===== src/rtl/mem_stage_controller.sv =====
// mem_stage_controller: MEM-stage data-cache miss controller.
// Write-back, allocate-on-miss; holds the pipeline with lock while a miss is serviced.
module mem_stage_controller #(
  parameter int unsigned MEM_LATENCY = 4,
  parameter int unsigned CNT_W       = 8
) (
  input  logic        clk,
  input  logic        rst_b,
  input  logic        mem_read_mem,
  input  logic        mem_write_mem,
  input  logic        is_nop_mem,
  input  logic [31:0] ALU_result_mem,
  input  logic [31:0] victim_addr,
  input  logic        cache_hit,
  input  logic        cache_dirty,
  output logic        lock,
  output logic        we_cache,
  output logic        cache_input_type,
  output logic        set_dirty,
  output logic        set_valid,
  output logic        we_memory,
  output logic        memory_address_type,
  output logic [31:0] mem_block_addr,
  output logic [31:0] miss_count
);

  typedef enum logic [1:0] {
    S_IDLE,
    S_WB,
    S_REFILL
  } state_e;

  localparam logic [CNT_W-1:0] CntLast =
    CNT_W'(MEM_LATENCY - 1);
  localparam logic [31:0] BlkMask = ~32'h3;

  state_e      state_q, state_d;
  logic [CNT_W-1:0] cnt_q, cnt_d;
  logic [31:0] miss_addr_q, miss_addr_d;
  logic [31:0] miss_count_q, miss_count_d;
  logic        access;
  logic        last;

  assign access = (mem_read_mem | mem_write_mem) & ~is_nop_mem;
  assign last   = (cnt_q == CntLast);
  assign miss_count = miss_count_q;

  always_ff @(posedge clk or negedge rst_b) begin
    if (!rst_b) begin
      state_q      <= S_IDLE;
      cnt_q        <= '0;
      miss_addr_q  <= '0;
      miss_count_q <= '0;
    end else begin
      state_q      <= state_d;
      cnt_q        <= cnt_d;
      miss_addr_q  <= miss_addr_d;
      miss_count_q <= miss_count_d;
    end
  end

  always_comb begin
    state_d             = state_q;
    cnt_d               = cnt_q;
    miss_addr_d         = miss_addr_q;
    miss_count_d        = miss_count_q;
    lock                = 1'b0;
    we_cache            = 1'b0;
    cache_input_type    = 1'b0;
    set_dirty           = 1'b0;
    set_valid           = 1'b0;
    we_memory           = 1'b0;
    memory_address_type = 1'b0;
    mem_block_addr      = '0;
    case (state_q)
      S_IDLE: begin
        if (access && cache_hit) begin
          if (mem_write_mem) begin
            we_cache  = 1'b1;
            set_dirty = 1'b1;
            set_valid = 1'b1;
          end
        end else if (access) begin
          lock        = 1'b1;
          miss_addr_d = ALU_result_mem;
          cnt_d       = '0;
          state_d     = cache_dirty ? S_WB : S_REFILL;
          if (miss_count_q != '1)
            miss_count_d = miss_count_q + 32'd1;
        end
      end
      S_WB: begin
        lock                = 1'b1;
        we_memory           = 1'b1;
        memory_address_type = 1'b1;
        mem_block_addr      = victim_addr & BlkMask;
        if (last) begin
          cnt_d   = '0;
          state_d = S_REFILL;
        end else begin
          cnt_d = cnt_q + 1'b1;
        end
      end
      S_REFILL: begin
        lock           = 1'b1;
        mem_block_addr = miss_addr_q & BlkMask;
        if (last) begin
          we_cache         = 1'b1;
          cache_input_type = 1'b1;
          set_valid        = 1'b1;
          cnt_d            = '0;
          state_d          = S_IDLE;
        end else begin
          cnt_d = cnt_q + 1'b1;
        end
      end
      default: state_d = S_IDLE;
    endcase
    // Outputs must read 0 for the whole time reset is held.
    if (!rst_b) begin
      lock                = 1'b0;
      we_cache            = 1'b0;
      cache_input_type    = 1'b0;
      set_dirty           = 1'b0;
      set_valid           = 1'b0;
      we_memory           = 1'b0;
      memory_address_type = 1'b0;
      mem_block_addr      = '0;
    end
  end

endmodule


===== config.mk =====
export PLATFORM = sky130hd
export DESIGN_NAME = mem_stage_controller
export DESIGN_NICKNAME = d
export VERILOG_FILES = /design/src/rtl/mem_stage_controller.sv
export SDC_FILE = /design/constraint.sdc
export NUM_CORES = 1
export LEC_CHECK = 0
export BUFFER_PORTS_ARGS = -buffer_cell sky130_fd_sc_hd__buf_2
export CAP_MARGIN = 20
export CORE_UTILIZATION = 50
export DETAILED_ROUTE_END_ITERATION = 7
export PLACE_DENSITY = 0.81
export SLEW_MARGIN = 10
export SYNTH_ARGS = -nofsm -noshare
export SYNTH_HDL_FRONTEND = slang
export SYNTH_SLANG_ARGS = --single-unit

===== constraint.sdc =====
create_clock -name clk -period 2.5 [get_ports clk]
set_input_delay 0.125 -clock clk [delete_from_list [all_inputs] [get_ports clk]]
set_output_delay 0.125 -clock clk [all_outputs]
set_load 0.1 [all_outputs]

== Word-level counts from Yosys, hierarchy flattened ==
Index checks and enable logic that the tools add are counted.
Storage, ports and cells
  latch bits: 0
  register bits after elaboration: 74
  RAM bits: 0
  input bits: 71
  bits in read-only memories: 0
  memories: 0
  output and inout bits: 71
Cells by class
  add/sub/neg operators: 2
  divide/modulo/power cells: 0
  $mul: 0
  bitwise operators: 4
  equality and inequality tests: 8
  reduce and logical (&&, ||, !) cells: 8
  shift-type cells: 0
  magnitude comparators: 0
  mux-type cells: 27
Operators by type and width (number)
  $pmux 32 s2: 1
  $add 32x1->32 const B: 1
  $mux 32: 1
  $ne 32x32->1 const B: 1
  $mux 8: 3
  $pmux 8 s2: 1
  $mux 1: 13
  $mux 2: 5
  $add 8x1->8 const B: 1
  $eq 8x2->1 const B: 1
  $ne 2x2->1 const B: 4
  $reduce_and 4->1: 2
  $pmux 2 s3: 1
  $reduce_and 3->1: 2
  $pmux 1 s2: 2
  $eq 2x1->1 const B: 1
  $eq 2x2->1 const B: 1
  $logic_not 2->1: 1
  $not 1->1: 2
  $reduce_bool 2->1: 1
  $reduce_or 2->1: 1
  $and 1x1->1: 1
  $logic_and 1x1->1: 1
  $or 1x1->1: 1

== Depth between registers and ports, before layout ==
  depth after elaboration: 6
  mapped depth: 8
  gate-level depth less buffers: 7

== Worst setup path before layout ==
No wires, ideal clock.
  kind: register to output
  start: register cnt_q[4]
  end: output port we_cache
  data arrival time: 3.646 ns
  slack: -1.271 ns
  path buffers: 1
  data required time: 2.375 ns
  stages on the path, launching flop included: 6
  cell sequence: dfrtp_1 -> or4_4 -> or3_4 -> nor2_1 -> or2_2 -> buf_4
Between the ends
  longest elaborated chain between the ends: 4
Ends and longest elaborated chain
  from (decl): RTL line 38  | logic [CNT_W-1:0] cnt_q, cnt_d;
  from (signal assigned): RTL line 56  | cnt_q <= cnt_d;
  $eq 8x2->1: RTL line 45  | assign last = (cnt_q == CntLast);
  $mux 1
  $pmux 1 s2
  $mux 1
  to (decl): RTL line 17  | output logic we_cache,
No other way between the ends.

== Worst setup path in the final report ==
  start: register cnt_q[0]
  end: output port we_cache
Between the ends
  longest elaborated chain between the ends: 4
Ends and longest elaborated chain
  $eq 8x2->1: RTL line 45
  $mux 1: RTL line 107  | if (last) begin
  $pmux 1 s2: RTL line 75  | case (state_q)
  $mux 1: RTL line 120  | if (!rst_b) begin
No other way between the ends.

==> metrics.cfg <==
[worst_setup_path]
criticalPathCategory=reg -> out
crit_family=simple AND/OR/NAND/NOR gates
crit_fanout=5
critPathRequiredTime_ns=2.38
slowest_stage=or3_4
worstSetupStartpointType=flop
crit_arrival_ns=2.29
path_cells=ha_1 -> or2b_2 -> or3_4 -> nor2_4 -> or2_4 -> buf_12
critPathBufInv=1
slowest_delay_ns=0.43
cp-end-kind=primary output

[die]
die_w_um=89.6
core_area_sq_um=7330
fp.dieArea_sq_um=8030
die_h_um=89.6
row_count=31
boundaryPins=142
start_util=0.523

[layout]
final_layout_size_suffix_gt1_frac=0.475
nets=581
finalNonFillerCells=608
diodes=0
syn_to_final_growth_pct=46.9
n_fill_cell=454

[power]
power_mw=6.42
powerDensity_nw_per_um2=1140
p_clk_frac=0.182
leakagePower_nw=2.55
combPwrFrac=0.547
p_switching_mw=2.98
swShare=0.465
ir_drop_mv=0.800
power.internal_mw=3.43
seqPwrFrac=0.271

[place]
gp_congestion=0.836
io_buffers=135
hpwl_um=7740
dpl.cell_count=578
preCtsSetupSlack_ns=0.358

[synthesis]
ys_types=51
ys_seq_area_frac=0.470
syn_avg_cell_area_sq_um=10.8
async_flop_share=1.00
synth-edff-count=0
ys_seq_elements=72
ys.flop_type=dfrtp_1
yosys_warnings=0
synth_area_leader_cell=dfrtp_1
synth_area_leaders=dfrtp_1, mux2_2, a22oi_1, xnor2_1, nor2_1
syn_inst=354
syn_area_sq_um=3840
synth_top_area_share=0.470

[clocking]
cts_sinks=72
clock_path_buffers=2
cts_tree=built
cts_max_level=3
path_clk_slew_ns=0.08
ctsRootBufferMaster=clkbuf_8
cts_made_buffers=9
insertion_delay_ns=0.35

[sta]
final-max-slew-violation-count=0
slew_headroom=0.556
fmax_mhz=415
finalWorstSetupSlack_ns=0.0877
hold_violations=0
tightest_slew_ns=0.660
tns_ns=0
rsz0062_at_grt=false
fin_crit_sh=0.965
period_needed_ns=2.41
fin_skew_ns=0.00588
setup_viol=0

[grt]
use_met2=0.495
busiest_layer=met2
grt_pass1_vias=3457
grt_util_all_layers=0.288
grt_antenna_before_repair=0
met1_usage=0.338
grt_pass1_wl_um=17100
grt_max_degree=33
grt-ovfl-total=0
met3_usage=0.0722

[drt]
viasPerCell=5.81
drtPass1Iterations=4
wire_per_inst_um=18.2
drt-total-wl_um=11100
via_count=3532
drc=0
final_antenna_net_count=0
drt-initial-drc-count=210

[worst_hold_path]
hp-class=in -> reg

[job]
drv_cap=0

[outcome]
status=complete, no violations

==> repair_timing <==
action,in CTS,in global routing
resized for setup,0,1
setup buffers,0,0
hold endpoints to repair,26,1
endpoints found under the setup margin,0,1
hold buffers,13,1
==> layout by cell type (no fill, tap or decap), types with 3 or more instances in the layout <==
cell type | netlist | final
buf_2 | 4 | 100
dfrtp_1 | 72 | 72
buf_12 | 0 | 36
a22oi_1 | 31 | 31
mux2_2 | 31 | 31
nor2_2 | 0 | 30
xnor2_1 | 24 | 24
nand3_1 | 18 | 18
nand4_1 | 16 | 16
nand2_1 | 14 | 14
dlygate4sd3_1 | 0 | 14
nor2_1 | 41 | 10
clkbuf_8 | 1 | 10
and3_1 | 9 | 9
buf_4 | 4 | 9
xor2_1 | 7 | 7
o21ai_0 | 7 | 7
inv_1 | 6 | 6
o31ai_1 | 5 | 5
ha_1 | 6 | 5
and4_1 | 4 | 4
and2_1 | 3 | 3
nor3_1 | 3 | 3
bufinv_16 | 0 | 3
==> per-stage QoR <==
step	utilization	hold slack [ns]	cell area, sq um
2_1_floorplan	-	-0.171	3940
3_3_place_gp	0.715	0.108	5240
3_5_place_dp	0.715	0.109	5240
4_1_cts	0.767	0.000999	5620
5_1_grt	0.769	0.000807	5640
6_report	0.769	0.00696	5640
==> Yosys cell counts (all sizes together) (2+ instances only) <==
| library cell | instances |
|---|---|
| a22oi | 31 |
| and2 | 4 |
| and2b | 2 |
| and3 | 10 |
| and4 | 4 |
| buf | 8 |
| clkbuf | 13 |
| dfrtp | 72 |
| ha | 6 |
| inv | 6 |
| mux2 | 31 |
| nand2 | 14 |
| nand3 | 18 |
| nand4 | 18 |
| nor2 | 41 |
| nor2b | 2 |
| nor3 | 3 |
| nor4 | 4 |
| o21ai | 8 |
| o31ai | 7 |
| or3 | 3 |
| xnor2 | 24 |
| xor2 | 7 |
==> routing by layer <==
metal	routed length [um]	share of wire	vias to the layer above
li1	-	-	1584
met1	4110	0.37	1756
met2	5890	0.53	163
met3	745	0.067	29
met4	306	0.028	0
met5	0	0	-
==> sequential cells by signal (all words and copies together) (netlist names) <==
name and flops:
miss_count 32, miss_addr_q 30, cnt_q 8, state_q 2
==> final timing paths <==
kind	start	slack, ns	depth (start not counted)	endpoint
max	cnt_q[0]	0.09	6	we_cache
min	ALU_result_mem[2]	0.007	2	miss_addr_q[2]
max reg2reg	miss_count[0]	0.33	5	miss_count[1]
min reg2reg	miss_count[27]	0.51	1	miss_count[27]
max in group asynchronous	rst_b	1.55	3	miss_count[26]
min in group asynchronous	rst_b	0.26	2	miss_count[6]
==> power groups by stage <==
| stage | combinational [mW] | sequential [mW] | clock, mW |
|---|---|---|---|
| after detailed placement | 3.44 | 1.74 | 0 |
| final | 3.51 | 1.74 | 1.17 |
| after floorplan | 2.25 | 1.89 | 0 |
| after global placement | 3.36 | 1.71 | 0 |
| after global routing | 3.67 | 1.78 | 1.23 |
| after CTS | 3.48 | 1.73 | 1.17 |
==> layout make-up <==
| type | count | area, sq um | area share |
|---|---|---|---|
| Multi-Input combinational cell | 256 | 2010 | 0.356 |
| Sequential cell | 72 | 1800 | 0.320 |
| Timing Repair Buffer | 159 | 1430 | 0.253 |
| Clock buffer | 10 | 138 | 0.0244 |
| Tap cell | 99 | 124 | 0.0220 |
| Clock inverter | 6 | 115 | 0.0204 |
| Inverter | 6 | 22.5 | 0.00400 |
==> kinds of logic (layout without fill, tap and decap cells) <==
| logic type | after synthesis | in the layout | share of synthesized area |
|---|---|---|---|
| multiplexers | 31 | 31 | 0.0910 |
| flip-flops | 72 | 72 | 0.470 |
| AND/OR/NAND/NOR | 131 | 131 | 0.194 |
| other | 1 | 2 | 0.000977 |
| XOR/XNOR | 31 | 31 | 0.0708 |
| buffers and inverters | 27 | 181 | 0.0342 |
| AO/OA/AOI/OAI | 55 | 55 | 0.120 |
| adder cells (fa/ha/maj) | 6 | 6 | 0.0196 |
Power figures use the tool's default switching activity.
